===== src/rtl/apb_rr_master_arb_if.sv =====
// rtl/apb_rr_master_arb_if.sv - requester and APB signal bundle for the round-robin APB master arbiter
// The master modport is the arbiter's view; the slave modport is the view of the requesters and the APB slave.
interface apb_rr_master_arb_if #(
    parameter int NUM_REQ = 3,
    parameter int ADDR_W  = 32,
    parameter int DATA_W  = 32
);
    localparam int STRB_W = DATA_W / 8;

    logic [NUM_REQ-1:0]        req_i;
    logic [NUM_REQ*ADDR_W-1:0] req_addr_i;
    logic [NUM_REQ*DATA_W-1:0] req_wdata_i;
    logic [NUM_REQ-1:0]        req_write_i;
    logic [NUM_REQ*STRB_W-1:0] req_strb_i;
    logic [NUM_REQ-1:0]        gnt_o;
    logic [NUM_REQ-1:0]        done_o;
    logic [DATA_W-1:0]         rdata_o;
    logic                      err_o;

    logic [ADDR_W-1:0]         paddr_o;
    logic [DATA_W-1:0]         pwdata_o;
    logic                      pwrite_o;
    logic                      psel_o;
    logic                      penable_o;
    logic [STRB_W-1:0]         pstrb_o;
    logic [DATA_W-1:0]         prdata_i;
    logic                      pready_i;
    logic                      pslverr_i;

    modport master (
        input  req_i, req_addr_i, req_wdata_i, req_write_i, req_strb_i,
        output gnt_o, done_o, rdata_o, err_o,
        output paddr_o, pwdata_o, pwrite_o, psel_o, penable_o, pstrb_o,
        input  prdata_i, pready_i, pslverr_i
    );

    modport slave (
        output req_i, req_addr_i, req_wdata_i, req_write_i, req_strb_i,
        input  gnt_o, done_o, rdata_o, err_o,
        input  paddr_o, pwdata_o, pwrite_o, psel_o, penable_o, pstrb_o,
        output prdata_i, pready_i, pslverr_i
    );
endinterface


===== src/rtl/apb_rr_master_arb.sv =====
// rtl/apb_rr_master_arb.sv - round-robin arbiter sharing one APB master port among NUM_REQ requesters
// Sequences IDLE/SETUP/ACCESS, latches the winner's payload at grant, and optionally times out stuck slaves.
module apb_rr_master_arb #(
    parameter int NUM_REQ        = 3,
    parameter int ADDR_W         = 32,
    parameter int DATA_W         = 32,
    parameter int TIMEOUT_CYCLES = 256
) (
    input  logic                 pclk_i,
    input  logic                 preset_i,
    apb_rr_master_arb_if.master  bus
);
    localparam int STRB_W = DATA_W / 8;
    localparam int IDX_W  = $clog2(NUM_REQ);
    localparam int CNT_W  = (TIMEOUT_CYCLES > 2) ? $clog2(TIMEOUT_CYCLES) : 1;

    localparam logic [IDX_W:0]   NREQ      = (IDX_W+1)'(NUM_REQ);
    localparam logic [IDX_W-1:0] LAST_IDX  = IDX_W'(NUM_REQ - 1);
    localparam logic [CNT_W-1:0] WDOG_LAST = CNT_W'(TIMEOUT_CYCLES - 1);

    typedef enum logic [1:0] {
        S_IDLE,
        S_SETUP,
        S_ACCESS
    } state_t;

    state_t             state;
    logic [IDX_W-1:0]   ptr;
    logic [IDX_W-1:0]   owner;
    logic [CNT_W-1:0]   wdog;

    logic [2*NUM_REQ-1:0] req_dbl;
    logic [NUM_REQ-1:0]   req_rot;
    logic [IDX_W-1:0]     off;
    logic [IDX_W:0]       sum;
    logic [IDX_W-1:0]     pick;
    logic                 any_req;
    logic [IDX_W-1:0]     nxt_ptr;

    logic [ADDR_W-1:0]    sel_addr;
    logic [DATA_W-1:0]    sel_wdata;
    logic                 sel_write;
    logic [STRB_W-1:0]    sel_strb;

    // Rotate the request vector so the pointer sits at bit 0; the lowest set bit is the winner's offset.
    always_comb begin
        req_dbl = {bus.req_i, bus.req_i};
        req_rot = req_dbl[ptr +: NUM_REQ];
        any_req = |bus.req_i;
        off     = '0;
        for (int i = NUM_REQ - 1; i >= 0; i--) begin
            if (req_rot[i]) begin
                off = IDX_W'(i);
            end
        end
        sum  = {1'b0, ptr} + {1'b0, off};
        pick = (sum >= NREQ) ? IDX_W'(sum - NREQ) : sum[IDX_W-1:0];
    end

    always_comb begin
        sel_addr  = '0;
        sel_wdata = '0;
        sel_write = 1'b0;
        sel_strb  = '0;
        for (int k = 0; k < NUM_REQ; k++) begin
            if (pick == IDX_W'(k)) begin
                sel_addr  = bus.req_addr_i[k*ADDR_W +: ADDR_W];
                sel_wdata = bus.req_wdata_i[k*DATA_W +: DATA_W];
                sel_write = bus.req_write_i[k];
                sel_strb  = bus.req_strb_i[k*STRB_W +: STRB_W];
            end
        end
    end

    assign nxt_ptr = (owner == LAST_IDX) ? '0 : owner + 1'b1;

    always_ff @(posedge pclk_i) begin
        if (preset_i) begin
            state         <= S_IDLE;
            ptr           <= '0;
            owner         <= '0;
            wdog          <= '0;
            bus.gnt_o     <= '0;
            bus.done_o    <= '0;
            bus.rdata_o   <= '0;
            bus.err_o     <= 1'b0;
            bus.paddr_o   <= '0;
            bus.pwdata_o  <= '0;
            bus.pwrite_o  <= 1'b0;
            bus.psel_o    <= 1'b0;
            bus.penable_o <= 1'b0;
            bus.pstrb_o   <= '0;
        end else begin
            bus.done_o <= '0;
            case (state)
                S_IDLE: begin
                    if (any_req) begin
                        owner         <= pick;
                        bus.gnt_o     <= {{(NUM_REQ-1){1'b0}}, 1'b1} << pick;
                        bus.paddr_o   <= sel_addr;
                        bus.pwdata_o  <= sel_wdata;
                        bus.pwrite_o  <= sel_write;
                        bus.pstrb_o   <= sel_write ? sel_strb : '0;
                        bus.psel_o    <= 1'b1;
                        bus.penable_o <= 1'b0;
                        state         <= S_SETUP;
                    end
                end
                S_SETUP: begin
                    bus.penable_o <= 1'b1;
                    wdog          <= '0;
                    state         <= S_ACCESS;
                end
                S_ACCESS: begin
                    // A real response and a watchdog expiry share the same teardown of the APB port.
                    if (bus.pready_i || (TIMEOUT_CYCLES != 0 && wdog == WDOG_LAST)) begin
                        bus.done_o    <= bus.gnt_o;
                        bus.gnt_o     <= '0;
                        bus.psel_o    <= 1'b0;
                        bus.penable_o <= 1'b0;
                        bus.paddr_o   <= '0;
                        bus.pwdata_o  <= '0;
                        bus.pwrite_o  <= 1'b0;
                        bus.pstrb_o   <= '0;
                        ptr           <= nxt_ptr;
                        state         <= S_IDLE;
                        if (bus.pready_i) begin
                            bus.err_o <= bus.pslverr_i;
                            if (!bus.pwrite_o) begin
                                bus.rdata_o <= bus.prdata_i;
                            end
                        end else begin
                            bus.err_o   <= 1'b1;
                            bus.rdata_o <= '0;
                        end
                    end else begin
                        wdog <= wdog + 1'b1;
                    end
                end
                default: begin
                    state <= S_IDLE;
                end
            endcase
        end
    end
endmodule


===== src/flat_wrapper.sv =====
// flat-port wrapper written by rule: the top's interface ports become plain ports
module apb_rr_master_arb_flat 
#(
    parameter int NUM_REQ        = 3,
    parameter int ADDR_W         = 32,
    parameter int DATA_W         = 32,
    parameter int TIMEOUT_CYCLES = 256
)
  (pclk_i, preset_i, bus_req_i, bus_req_addr_i, bus_req_wdata_i, bus_req_write_i, bus_req_strb_i, bus_gnt_o, bus_done_o, bus_rdata_o, bus_err_o, bus_paddr_o, bus_pwdata_o, bus_pwrite_o, bus_psel_o, bus_penable_o, bus_pstrb_o, bus_prdata_i, bus_pready_i, bus_pslverr_i);
  apb_rr_master_arb_if #(.NUM_REQ(NUM_REQ), .ADDR_W(ADDR_W), .DATA_W(DATA_W)) bus_i ();
  input  logic pclk_i;
  input  logic preset_i;
  input wire logic [$bits(bus_i.req_i)-1:0] bus_req_i;
  input wire logic [$bits(bus_i.req_addr_i)-1:0] bus_req_addr_i;
  input wire logic [$bits(bus_i.req_wdata_i)-1:0] bus_req_wdata_i;
  input wire logic [$bits(bus_i.req_write_i)-1:0] bus_req_write_i;
  input wire logic [$bits(bus_i.req_strb_i)-1:0] bus_req_strb_i;
  output wire logic [$bits(bus_i.gnt_o)-1:0] bus_gnt_o;
  output wire logic [$bits(bus_i.done_o)-1:0] bus_done_o;
  output wire logic [$bits(bus_i.rdata_o)-1:0] bus_rdata_o;
  output wire logic [$bits(bus_i.err_o)-1:0] bus_err_o;
  output wire logic [$bits(bus_i.paddr_o)-1:0] bus_paddr_o;
  output wire logic [$bits(bus_i.pwdata_o)-1:0] bus_pwdata_o;
  output wire logic [$bits(bus_i.pwrite_o)-1:0] bus_pwrite_o;
  output wire logic [$bits(bus_i.psel_o)-1:0] bus_psel_o;
  output wire logic [$bits(bus_i.penable_o)-1:0] bus_penable_o;
  output wire logic [$bits(bus_i.pstrb_o)-1:0] bus_pstrb_o;
  input wire logic [$bits(bus_i.prdata_i)-1:0] bus_prdata_i;
  input wire logic [$bits(bus_i.pready_i)-1:0] bus_pready_i;
  input wire logic [$bits(bus_i.pslverr_i)-1:0] bus_pslverr_i;
  assign bus_i.req_i = bus_req_i;
  assign bus_i.req_addr_i = bus_req_addr_i;
  assign bus_i.req_wdata_i = bus_req_wdata_i;
  assign bus_i.req_write_i = bus_req_write_i;
  assign bus_i.req_strb_i = bus_req_strb_i;
  assign bus_gnt_o = bus_i.gnt_o;
  assign bus_done_o = bus_i.done_o;
  assign bus_rdata_o = bus_i.rdata_o;
  assign bus_err_o = bus_i.err_o;
  assign bus_paddr_o = bus_i.paddr_o;
  assign bus_pwdata_o = bus_i.pwdata_o;
  assign bus_pwrite_o = bus_i.pwrite_o;
  assign bus_psel_o = bus_i.psel_o;
  assign bus_penable_o = bus_i.penable_o;
  assign bus_pstrb_o = bus_i.pstrb_o;
  assign bus_i.prdata_i = bus_prdata_i;
  assign bus_i.pready_i = bus_pready_i;
  assign bus_i.pslverr_i = bus_pslverr_i;
  apb_rr_master_arb #(.NUM_REQ(NUM_REQ), .ADDR_W(ADDR_W), .DATA_W(DATA_W), .TIMEOUT_CYCLES(TIMEOUT_CYCLES)) u_core (.pclk_i(pclk_i), .preset_i(preset_i), .bus(bus_i));
endmodule

===== config.mk =====
export PLATFORM = sky130hd
export DESIGN_NAME = apb_rr_master_arb_flat
export DESIGN_NICKNAME = d
export VERILOG_FILES = /design/src/rtl/apb_rr_master_arb_if.sv /design/src/rtl/apb_rr_master_arb.sv /design/src/flat_wrapper.sv
export SDC_FILE = /design/constraint.sdc
export NUM_CORES = 1
export LEC_CHECK = 0
export ABC_CLOCK_PERIOD_IN_PS = 8800
export CAP_MARGIN = 20
export CELL_PAD_IN_SITES_DETAIL_PLACEMENT = 1
export CELL_PAD_IN_SITES_GLOBAL_PLACEMENT = 1
export CORE_MARGIN = 2
export CORE_UTILIZATION = 27
export CTS_CLUSTER_SIZE = 16
export DETAILED_ROUTE_END_ITERATION = 8
export PLACE_DENSITY_LB_ADDON = 0.1
export SYNTH_ARGS = -nofsm -noshare
export SYNTH_HDL_FRONTEND = slang
export SYNTH_SLANG_ARGS = --single-unit

===== constraint.sdc =====
create_clock -name pclk_i -period 8.8 [get_ports pclk_i]
set_clock_uncertainty 0.2 [all_clocks]
set_input_delay 0.88 -clock pclk_i [delete_from_list [all_inputs] [get_ports pclk_i]]
set_output_delay 0.88 -clock pclk_i [all_outputs]
set_load 0.05 [all_outputs]

==> impl.org, run 1 <==
** Status
- Outcome :: finished, final reports clean

** Clock tree
- No sink is reached through more buffers than the 2 on the longest clock path.
- Root Buffer :: sky130_fd_sc_hd__clkbuf_16
- After clock tree synthesis, the setup repair step added 0 buffers.
- Hold-fix buffers at CTS :: 0
- Post-CTS repair changed the size of 0 cells.
- TritonCTS built the clock tree.
- Number of clock buffers inserted by TritonCTS :: 17
- Clk slew on worst S/H paths :: 50 ps
- CTS built an H-tree with a depth of 4.
- The clock drives 124 sinks.
- The clock reaches the later pin of the worst-skew pair after 410 ps.

** Setup path
- In this design, the stage delay of the slowest critical-path cell is 670 ps.
- CP Cell Sequence :: clkdlybuf4s50_1, nor2b_1, a221oi_1, a31oi_1, ha_1, inv_1, fa_1, inv_1, ha_1, nor3b_1, o21a_2, buf_4, mux2i_1, a2bb2oi_1, o21ai_0
- Startpoint of the worst register-to-register path :: u_core.ptr[0]
- Along the worst path, the maximum fanout reaches 38.
- Data on the critical path is required at its endpoint by 8880 ps.
- Grouping stages by cell kind, the critical path spends the most delay in compound AO/OA/AOI/OAI gates.
- Source of the critical timing path :: bus_req_i[1]
- STA classifies the critical path startpoint as an input pin.
- The number of buffers and inverters on the critical path is 4.
- The critical path is of the in -> reg type.
- Highest-delay cell along the critical path :: sky130_fd_sc_hd__o21a_2
- The worst setup path is captured at a flip-flop.
- Data on the critical path arrives at its endpoint at 5350 ps.

** Synth
- By area the synthesized netlist is led by sky130_fd_sc_hd__dfxtp_1, sky130_fd_sc_hd__a221o_1, sky130_fd_sc_hd__nand2_1, sky130_fd_sc_hd__a21oi_2, sky130_fd_sc_hd__a22oi_1.
- The biggest area contributor in the post-synthesis netlist is sky130_fd_sc_hd__dfxtp_1.
- Synth cell count leaders :: sky130_fd_sc_hd__nand2_1, sky130_fd_sc_hd__dfxtp_1, sky130_fd_sc_hd__a221o_1
- sky130_fd_sc_hd__nand2_1 is the most common cell in the netlist.
- EDFF count, synth :: 0
- Most frequently used flop master after synthesis :: sky130_fd_sc_hd__dfxtp_1
- Summing the sequential cell areas from Yosys gives 44.9% of the chip area.
- For this run, the number of Yosys warnings is 0.
- Area share of the largest cell type after synthesis :: 44.9%
- Synthesis produced a netlist with a net count of 884.
- Synthesis produced 634 cells.
- Syn avg cell area :: 8.73 um^2
- The synthesized design contains 124 register bits.
- Unique masters post-synth :: 50
- The mapped netlist covers 5530 um^2.
- Share of synthesized flip-flops with an asynchronous set or reset :: 0%

** Global routing
- For this run, the total global-route usage over all layers was measured as 21.9%.
- Global routing used 9.66% of the available met3 tracks.
- Largest net degree at the start of global routing :: 74
- Wire length of the first global-routing pass :: 36600 um
- Global routing used 23.2% of the available met1 tracks.
- For this run, global-route usage on met2 was measured as 38.4%.
- The via count of the first global-routing pass is 6437.
- Remaining global-route overflow :: 0
- Initial antenna violation count :: 8
- Busiest grt layer :: met2

** Route
- For this block, the initial DRC count from the detailed router was 161.
- Dividing the detail-routed via count by the number of cells gives 4.89.
- Residual DRC :: 0
- DRT Pass-1 Iters :: 5
- For this block, the via count after detailed routing is 6115.
- Average wire per cell in the routed design :: 19.2 um
- The final layout contains routed wiring with a total length of 23900 um.
- The detail route stage leaves a number of antenna-violating nets equal to 0.

** Die
- The die covers 21700 um^2.
- Measured along the x axis, the die boundary spans 147 um.
- Once the floorplan was initialized, standard cells occupied 27.4% of the core.
- After floorplanning, the core was divided into 52 placement rows.
- In this run the count of I/O pins placed on the die edge is 356.
- The region available for standard cell placement spans 20200 um^2.
- Floorplan die height :: 147 um

** Placement
- Buffers on Ports :: 355
- Pre-CTS worst setup slack :: 3090 ps
- Detailed placement finished with a half-perimeter wire length of 17500 um.
- Final weighted congestion of routability-driven global placement :: 0.793

** Timing
- Final number of setup-violating endpoints :: 0
- Clock period minus worst slack :: 5270 ps
- Derived from the worst setup path, the maximum achievable clock frequency is 0.190 GHz.
- Worst-Margin Slew :: 1050 ps
- Final worst path period share :: 59.8%
- Hold Worst Slack :: 258 ps
- Adding up every negative setup slack in the final design gives 0 ps.
- Relative slew slack :: 29.7%
- Number of pins exceeding their max-slew limit in the final report :: 0
- Post-layout worst setup margin :: 3530 ps
- The final number of hold-violating endpoints is 0.
- Setup repair after global routing left no endpoint under its margin.

** Min path
- In this run the worst hold path is classified as reg -> reg.
- HP Start :: u_core.bus.pstrb_o[0]

** Power and ir drop
- Summed over all cells, the static leakage comes to 3.65 nW.
- Post-layout power :: 1.97 mW
- IR drop worst, VDD :: 0.0000935 V
- For this design the ratio of total power to cell area is 200 nW/um^2.

** Flow run
- Across the run, the number of max-cap violations was 0.

** Cells and area
- The area growth from synthesis to layout is 77.7%.
- At the end of the flow, the number of nets in the layout was 1214.
- Layout filler cell count :: 2309
- Cells with a size suffix above 1 make up 8.90% of the layout.
- Post-Route Utilization :: 48.8%
where the power goes:
part	switching [mW]	total [mW]	internal (mW)
sequential	0.0349	0.655	0.620
clock	0.263	0.689	0.426
combinational	0.369	0.628	0.259
total	0.666	1.97	1.31
metrics by stage:
stage          instances  area (um^2)
6_report            1250         9840
5_1_grt             1249         9830
4_1_cts             1247         9830
3_5_place_dp        1215         9240
3_3_place_gp        1215         9240
2_1_floorplan        634         5530
metal layers:
layer	wire length [um]	up-vias
met4	512	8
met5	51	-
met2	12300	205
met1	8950	2909
met3	2140	35
li1	-	2958
worst reg2reg max path: cells and delay by family, from the launching register on:
kind	cells	cell delay (ps)
AO/OA/AOI/OAI	6	1270
adder cells (fa/ha/maj)	2	910
buffers and inverters	2	620
flip-flops	1	380
multiplexers	1	270
AND/OR/NAND/NOR	3	780
registers in the layout, summed over array words and instances (netlist names):
name                  flops
u_core.wdog               8
u_core.state              2
u_core.owner              2
u_core.bus.rdata_o       32
u_core.bus.gnt_o          3
u_core.bus.paddr_o       32
u_core.bus.err_o          1
u_core.bus.done_o         3
u_core.ptr                2
u_core.bus.penable_o      1
u_core.bus.pwdata_o      32
u_core.bus.pstrb_o        4
u_core.bus.psel_o         1
u_core.bus.pwrite_o       1
layout by cell type (no fill, tap or decap), types with 4 or more instances in the layout:
| cell | count |
|---|---|
| sky130_fd_sc_hd__nand2b_1 | 6 |
| sky130_fd_sc_hd__nor2_1 | 51 |
| sky130_fd_sc_hd__clkbuf_8 | 5 |
| sky130_fd_sc_hd__a21oi_1 | 39 |
| sky130_fd_sc_hd__a21oi_2 | 38 |
| sky130_fd_sc_hd__o21ai_0 | 9 |
| sky130_fd_sc_hd__buf_4 | 7 |
| sky130_fd_sc_hd__inv_1 | 5 |
| sky130_fd_sc_hd__a221o_1 | 64 |
| sky130_fd_sc_hd__nand2_1 | 144 |
| sky130_fd_sc_hd__clkdlybuf4s50_1 | 355 |
| sky130_fd_sc_hd__nor3_1 | 5 |
| sky130_fd_sc_hd__dfxtp_1 | 124 |
| sky130_fd_sc_hd__nand3_1 | 6 |
| sky130_fd_sc_hd__a2bb2oi_1 | 4 |
| sky130_fd_sc_hd__a22oi_1 | 32 |
| sky130_fd_sc_hd__mux2i_1 | 6 |
| sky130_fd_sc_hd__nor2b_1 | 4 |
| sky130_fd_sc_hd__clkbuf_16 | 17 |
cell families after synthesis:
logic type | share of synthesized area [%]
AND/OR/NAND/NOR | 18.2
AO/OA/AOI/OAI | 29.1
flip-flops | 44.9
buffers and inverters | 4.93
multiplexers | 1.49
adder cells (fa/ha/maj) | 1.04
XOR/XNOR | 0.317
worst paths after layout:
check	endpoint	slack, ps	cells past startpoint
min	u_core.bus.pstrb_o[0]	260	2
max reg2reg	u_core.bus.pstrb_o[1]	4220	14
min reg2reg	u_core.bus.pstrb_o[0]	260	2
max	u_core.bus.pstrb_o[1]	3530	15
final cells by class:
| class | instances | area [um^2] | area share (%) |
|---|---|---|---|
| diodes | 3 | 7.51 | 0.0763 |
| clock buffers | 23 | 498 | 5.06 |
| clock inverters | 9 | 86.3 | 0.878 |
| inverters | 5 | 18.8 | 0.191 |
| multi-input cells | 454 | 2800 | 28.5 |
| flip-flops and latches | 124 | 2480 | 25.2 |
| well taps | 270 | 338 | 3.43 |
| repair buffers | 362 | 3610 | 36.7 |
Power figures use the tool's default switching activity.
==> inputs of run 2 (changes only) <==
--- a/config.mk
+++ b/config.mk
@@ -5,12 +5,12 @@
 export SDC_FILE = /design/constraint.sdc
 export NUM_CORES = 1
 export LEC_CHECK = 0
-export ABC_CLOCK_PERIOD_IN_PS = 8800
+export ABC_CLOCK_PERIOD_IN_PS = 5300
 export CAP_MARGIN = 20
 export CELL_PAD_IN_SITES_DETAIL_PLACEMENT = 1
 export CELL_PAD_IN_SITES_GLOBAL_PLACEMENT = 1
 export CORE_MARGIN = 2
-export CORE_UTILIZATION = 27
+export CORE_UTILIZATION = 25
 export CTS_CLUSTER_SIZE = 16
 export DETAILED_ROUTE_END_ITERATION = 8
 export PLACE_DENSITY_LB_ADDON = 0.1
==> constraint.sdc (replaced) <==
create_clock -name pclk_i -period 5.3 [get_ports pclk_i]
set_clock_uncertainty 0.2 [all_clocks]
set_input_delay 0.53 -clock pclk_i [delete_from_list [all_inputs] [get_ports pclk_i]]
set_output_delay 0.53 -clock pclk_i [all_outputs]
set_load 0.05 [all_outputs]
==> impl.org, run 2 (synthesis results as in run 1) <==
** Global routing
- Summed over all layers, the global routing overflow is 0.
- For met1 alone, demand over resource in global routing was 21.2%.
- Wire length of the first global-routing pass :: 36700 um
- For met2 alone, demand over resource in global routing was 35.7%.
- Largest net degree at the start of global routing :: 47
- In the global route stage, overall resource usage came out at 20.1%.
- In this run the most used layer during global routing was met2.
- The initial antenna violation count was 2.
- The via count of the first global-routing pass was 6578.
- Global routing met3 resource utilization :: 7.91%

** Clock tree
- The clock passes through at most 2 buffers.
- After clock tree synthesis, the flow added hold-fix buffers numbering 0.
- TritonCTS created 17 clock buffers.
- CTS saw 124 sinks.
- The H-tree was split into 4 levels.
- TritonCTS clock tree :: built
- CTS resizes :: 0
- Clk slew on worst S/H paths :: 60 ps
- Worst-skew pair later-pin latency :: 420 ps
- Number of post-CTS setup repair buffers :: 0
- Clock tree synthesis selected as its root buffer the cell sky130_fd_sc_hd__clkbuf_16.

** Route
- Wires add up to 24000 um.
- Average wire per cell in the routed design :: 18.9 um
- For this block, the initial DRC count from the detailed router was 249.
- For this run, design rule violations remaining after detail routing come to 0.
- Count of vias placed by the detailed router :: 6097
- Remaining number of nets flagged by the antenna check after routing :: 0
- DRT Pass-1 Iters :: 4
- Using the TritonRoute via totals, the vias-per-cell ratio works out to 4.81.

** Cells and area
- The library cells used most frequently in the layout, excluding fill and tap cells, are sky130_fd_sc_hd__clkdlybuf4s50_1, sky130_fd_sc_hd__nand2_1, sky130_fd_sc_hd__dfxtp_1.
- The post-route netlist has 9.74% of its cells at a drive strength greater than 1.
- Synthesis-to-finish area growth :: 79.7%
- # nets final :: 1223
- Layout filler cell count :: 2517
- Registers with the highest flip-flop counts :: u_core.bus.paddr_o (32), u_core.bus.pwdata_o (32), u_core.bus.rdata_o (32)
- Most common cell after layout, fill and taps aside :: sky130_fd_sc_hd__clkdlybuf4s50_1

** Timing
- Hold violation count in the final report :: 0
- Maximum clock rate :: 0.238 GHz
- The max-slew violation count came to 0.
- Relative slew slack :: 36.1%
- The worst path meets setup with 1090 ps of slack.
- Setup TNS :: 0 ps
- For the finished layout, the period the worst path requires is 4210 ps.
- Unrepaired setup endpoints after global routing :: no
- Final worst path period share :: 79.4%
- On the final layout, the worst hold slack is 256 ps.
- At the pin with the least slew margin, the transition time is 958 ps.
- Final number of setup-violating endpoints :: 0

** Power and ir drop
- Across the VDD grid, the largest voltage drop is 0.000161 V.
- Pwr Density :: 336 nW/um^2
- Static Leakage :: 3.70 nW
- Overall power consumption after layout is estimated at 3.34 mW.

** Die
- Die area :: 23300 um^2
- Core region area :: 21800 um^2
- Number of standard-cell rows in the floorplan :: 54
- Measured along the y axis, the die boundary spans 153 um.
- Once the floorplan was initialized, standard cells occupied 25.4% of the core.
- Chip Width :: 153 um
- 356 I/O pins were placed.

** Setup path
- STA classifies the critical path startpoint as an input pin.
- Startpoint of the worst register-to-register path :: u_core.ptr[0]
- Of all nets on the critical path, the largest fanout is 28.
- Worst reg-to-reg setup slack :: 1430 ps
- CP top delay family :: buffers and inverters
- Worst Reg-to-Reg Cells :: 14
- Worst R2R End :: u_core.bus.paddr_o[0]
- Critical Setup Path Class :: in -> reg
- CP Cell Sequence :: clkdlybuf4s50_1, nor2b_1, a221oi_1, a31oi_1, ha_1, inv_1, fa_1, inv_1, ha_1, nor3b_1, o21a_2, buf_4, nand2_1, a21oi_1, a221o_1
- STA puts the critical path data required time at 5460 ps.
- CP bufs+invs :: 4
- Type of destination of the critical path :: flip-flop
- The slowest stage of the critical path is the sky130_fd_sc_hd__fa_1 cell.
- Data arrives at the worst endpoint at 4370 ps.
- For this run, the slowest stage of the critical path takes 600 ps.

** Placement
- At the end of routability-driven placement, the weighted congestion stood at 0.802.
- Pre-CTS worst setup slack :: 652 ps
- In this run the tool buffered the top-level ports with 355 buffer cells.
- Post-DP HPWL :: 17900 um

** Min path
- In this run the most critical hold path is launched from u_core.bus.psel_o.
- The min-delay analysis places its worst path in the category reg -> reg.
- End point of the most critical hold path :: u_core.bus.psel_o
- Hold depth :: 2

** Flow run
- Max-cap violations in this run came to 0.

** Status
- The run finished with clean final reports.
==> run 2: cell types whose count changed in the layout (fill, tap and decap cells not counted), sizes merged <==
cell,before,now
buf,7,16
bufinv,1,3
clkbuf,23,18
clkinv,6,7
clkinvlp,2,3
diode,3,2
inv,5,6
==> run 2: area by class of cell <==
class	count	area [um^2]	area share (%)
diodes	2	5.00	0.0503
clock inverters	14	171	1.72
flip-flops and latches	124	2480	25.0
multi-input cells	454	2800	28.2
repair buffers	371	3690	37.1
well taps	280	350	3.52
inverters	5	18.8	0.189
clock buffers	18	429	4.32
==> run 2: worst max-delay path by stage <==
stage	startpoint	to	slack, ps	cells past startpoint
3_5_place_dp	bus_req_i[1]	u_core.bus.paddr_o[2]	650	15
2_1_floorplan	bus_req_i[1]	u_core.bus.pwdata_o[22]	1780	16
5_1_grt	bus_req_i[1]	u_core.bus.paddr_o[24]	830	15
6_report	bus_req_i[1]	u_core.bus.paddr_o[24]	1090	15
3_3_place_gp	bus_req_i[1]	u_core.bus.paddr_o[3]	750	15
4_1_cts	bus_req_i[1]	u_core.bus.paddr_o[0]	1060	15
==> run 2: tightest hold or removal path, delay by kind of cell, from the launching register on <==
kind | cells | cell delay, ps
compound gates | 1 | 50
flops | 1 | 310
simple gates | 1 | 50
==> run 2: per-stage QoR <==
| step | area, um^2 | utilization, % | instances |
|---|---|---|---|
| finish | 9940 | 45.7 | 1268 |
| CTS | 9940 | 45.7 | 1266 |
| floorplan | 5530 | - | 634 |
| detailed placement | 9340 | 42.9 | 1234 |
| global route | 9940 | 45.7 | 1268 |
| global placement | 9340 | 42.9 | 1234 |
==> run 2: layer usage <==
metal  vias up  share of wire, %
met5         -                 0
met4         0               2.6
met3        34               8.1
met2       213                50
met1      2874                39
li1       2976                 -
==> run 2: power breakdown <==
part           switching (mW)  leakage, nW  internal [mW]
sequential             0.0586         1.01           1.03
clock                   0.462        0.286          0.740
combinational           0.613         2.40          0.441
total                    1.13         3.70           2.21
==> inputs of run 3 (changes only) <==
--- a/config.mk
+++ b/config.mk
@@ -5,7 +5,7 @@
 export SDC_FILE = /design/constraint.sdc
 export NUM_CORES = 1
 export LEC_CHECK = 0
-export ABC_CLOCK_PERIOD_IN_PS = 5300
+export ABC_CLOCK_PERIOD_IN_PS = 3920
 export CAP_MARGIN = 20
 export CELL_PAD_IN_SITES_DETAIL_PLACEMENT = 1
 export CELL_PAD_IN_SITES_GLOBAL_PLACEMENT = 1
==> constraint.sdc (replaced) <==
create_clock -name pclk_i -period 3.92 [get_ports pclk_i]
set_clock_uncertainty 0.2 [all_clocks]
set_input_delay 0.392 -clock pclk_i [delete_from_list [all_inputs] [get_ports pclk_i]]
set_output_delay 0.392 -clock pclk_i [all_outputs]
set_load 0.05 [all_outputs]
==> impl.org, run 3 (synthesis results as in run 1) <==
** Status
- Outcome :: finished, final reports clean

** Timing
- Setup repair after global routing left no endpoint under its margin.
- Relative slew slack :: 49.1%
- The final critical path takes up 89.9% of the cycle.
- For the pin with the worst max-slew slack, the measured transition is 756 ps.
- Hold violation count in the final report :: 0
- Based on the critical path, the design can be clocked at up to 0.284 GHz.
- Setup violations remaining at the end of the flow were counted as 0.
- The max-slew violation count is 0.
- The routed design could run at a clock period as short as 3520 ps.
- Setup TNS :: 0 ps

** Cells and area
- # nets final :: 1236
- Share of final-layout standard cells stronger than drive strength 1 :: 10.9%
- Registers with the highest flip-flop counts :: u_core.bus.paddr_o (32), u_core.bus.pwdata_o (32), u_core.bus.rdata_o (32)
- The area growth from synthesis to layout is 83.7%.
- Once layout is complete, the cells apart from fillers number 1283.
- The library cells used most frequently in the layout, excluding fill and tap cells, are sky130_fd_sc_hd__clkdlybuf4s50_1, sky130_fd_sc_hd__nand2_1, sky130_fd_sc_hd__dfxtp_1.
- Most common cell after layout, fill and taps aside :: sky130_fd_sc_hd__clkdlybuf4s50_1
- At the end of the flow the core is filled with cells to 46.7%.

** Global routing
- Met2 global-route usage :: 35.7%
- Vias in the first global route :: 6786
- Met1 usage in global routing :: 22.3%
- Entering global routing, the biggest net connects 74 pins.
- For this run, global-route usage on met3 was measured as 7.59%.
- The first global-routing pass estimated 37700 um of wire.
- Global routing used 20.6% of the available tracks.
- Summed over all layers, the global routing overflow is 0.
- The initial antenna violation count is 4.
- Busiest grt layer :: met2

** Placement
- Counting tap cells, the placed design contains a total of 1247 instances.
- Once detailed placement completed, the half-perimeter wirelength came to 18000 um.
- Input and output buffers added on the ports amount to 355.
- Final weighted congestion of routability-driven global placement :: 0.774

** Die
- The die is 153 um wide.
- The initial utilization of the core area, before any placement, comes to 25.4%.
- In this run the count of I/O pins placed on the die edge is 356.
- From bottom edge to top edge, the die measures 153 um.
- Core region area :: 21800 um^2
- The die covers 23300 um^2.
- The floorplan has 54 rows.

** Power and ir drop
- For this design the static power due to leakage is 3.80 nW.
- VDD sags by at most 0.000267 V.
- Pwr Density :: 462 nW/um^2

** Clock tree
- Number of clock buffers inserted by TritonCTS :: 17
- TritonCTS built the clock tree.
- In this run, post-CTS hold repair placed 0 buffers.
- CTS resizes :: 0
- Clock Sinks :: 124
- Root Buffer :: sky130_fd_sc_hd__clkbuf_16
- The clock tree synthesis step divided the H-tree into 4 levels.
- Clock-pin slew was measured on the worst setup and hold paths at 60 ps.
- Buffers added to address setup during post-CTS repair amount to 0.
- Worst-skew pair later-pin latency :: 410 ps
- Max Root-Sink Buffers :: 2

** Setup path
- The worst setup path is captured at a flip-flop.
- The number of buffers and inverters on the critical path is 4.
- For this run, the slowest stage of the critical path takes 530 ps.
- The worst setup path is launched from an input pin.
- Largest fanout on the critical path :: 10
- CP top delay family :: compound AO/OA/AOI/OAI gates
- Highest-delay cell along the critical path :: sky130_fd_sc_hd__fa_1
- The critical path goes through clkdlybuf4s50_1, nor2b_1, a221oi_1, a31oi_1, ha_1, inv_1, fa_1, inv_1, ha_1, nor3b_1, o21a_2, buf_4, nand2_1, a21oi_1, a221o_1.
- CP Data Arrival Time :: 3690 ps
- For the worst setup path, the data required time is 4080 ps.
- Critical Setup Path Class :: in -> reg

** Route
- The first routing iteration left 231 violations.
- Once detail routing completed, the nets flagged for antenna violations numbered 0.
- Routed Wire Length :: 24300 um
- Residual DRC :: 0
- Across all layers, the routed design uses 6208 vias.
- In the final routed layout, each cell accounts on average for 18.9 um.
- Using the TritonRoute via totals, the vias-per-cell ratio works out to 4.84.
- DRT Pass-1 Iters :: 4

** Flow run
- The tool flagged a number of max-cap violations equal to 0.

** Min path
- Path class of the lowest-slack min-delay path :: reg -> reg
==> run 3: area by class of cell <==
class / count / area (um^2)
timing repair buffer: 384 / 3860
clock inverter: 14 / 216
tap: 280 / 350
multi-input combinational: 454 / 2800
sequential: 124 / 2480
fill: 2521 / 11600
clock buffer: 18 / 429
antenna: 4 / 10.0
inverter: 5 / 18.8
==> run 3: path summary, 6_finish.rpt <==
| kind | cells after the start | end | slack (ps) | start |
|---|---|---|---|---|
| hold / removal | 2 | u_core.bus.psel_o | 260 | u_core.bus.psel_o |
| hold reg to reg | 2 | u_core.bus.psel_o | 260 | u_core.bus.psel_o |
| setup reg to reg | 14 | u_core.bus.paddr_o[1] | 530 | u_core.ptr[0] |
| setup / recovery | 15 | u_core.bus.paddr_o[1] | 400 | bus_req_i[1] |
==> run 3: metrics by stage <==
step	hold slack (ps)	instance area (um^2)	setup WS (ps)	total power, mW
2_1_floorplan	259	5530	537	2.30
3_3_place_gp	243	9510	78.2	2.96
3_5_place_dp	252	9510	-23.9	2.97
4_1_cts	261	10200	393	4.76
5_1_grt	290	10200	78.1	4.91
6_report	255	10200	397	4.70
==> run 3: tightest hold or removal path, stage by stage (launching register included) <==
cell and delay (ps):
sky130_fd_sc_hd__dfxtp_1 310, sky130_fd_sc_hd__nand2_1 50, sky130_fd_sc_hd__a21oi_1 50
==> run 3: report_power, final <==
| group | leakage, nW | switching, mW | internal [mW] | total (mW) |
|---|---|---|---|---|
| Combinational | 2.49 | 0.836 | 0.628 | 1.46 |
| Sequential | 1.01 | 0.0795 | 1.39 | 1.47 |
| Clock | 0.303 | 0.632 | 1.13 | 1.76 |
==> run 3: routing by layer <==
layer / wire length (um) / vias up
met2: 11900 / 237
met4: 815 / 0
met3: 1950 / 41
met1: 9580 / 2927
met5: 0 / -
li1: - / 3003
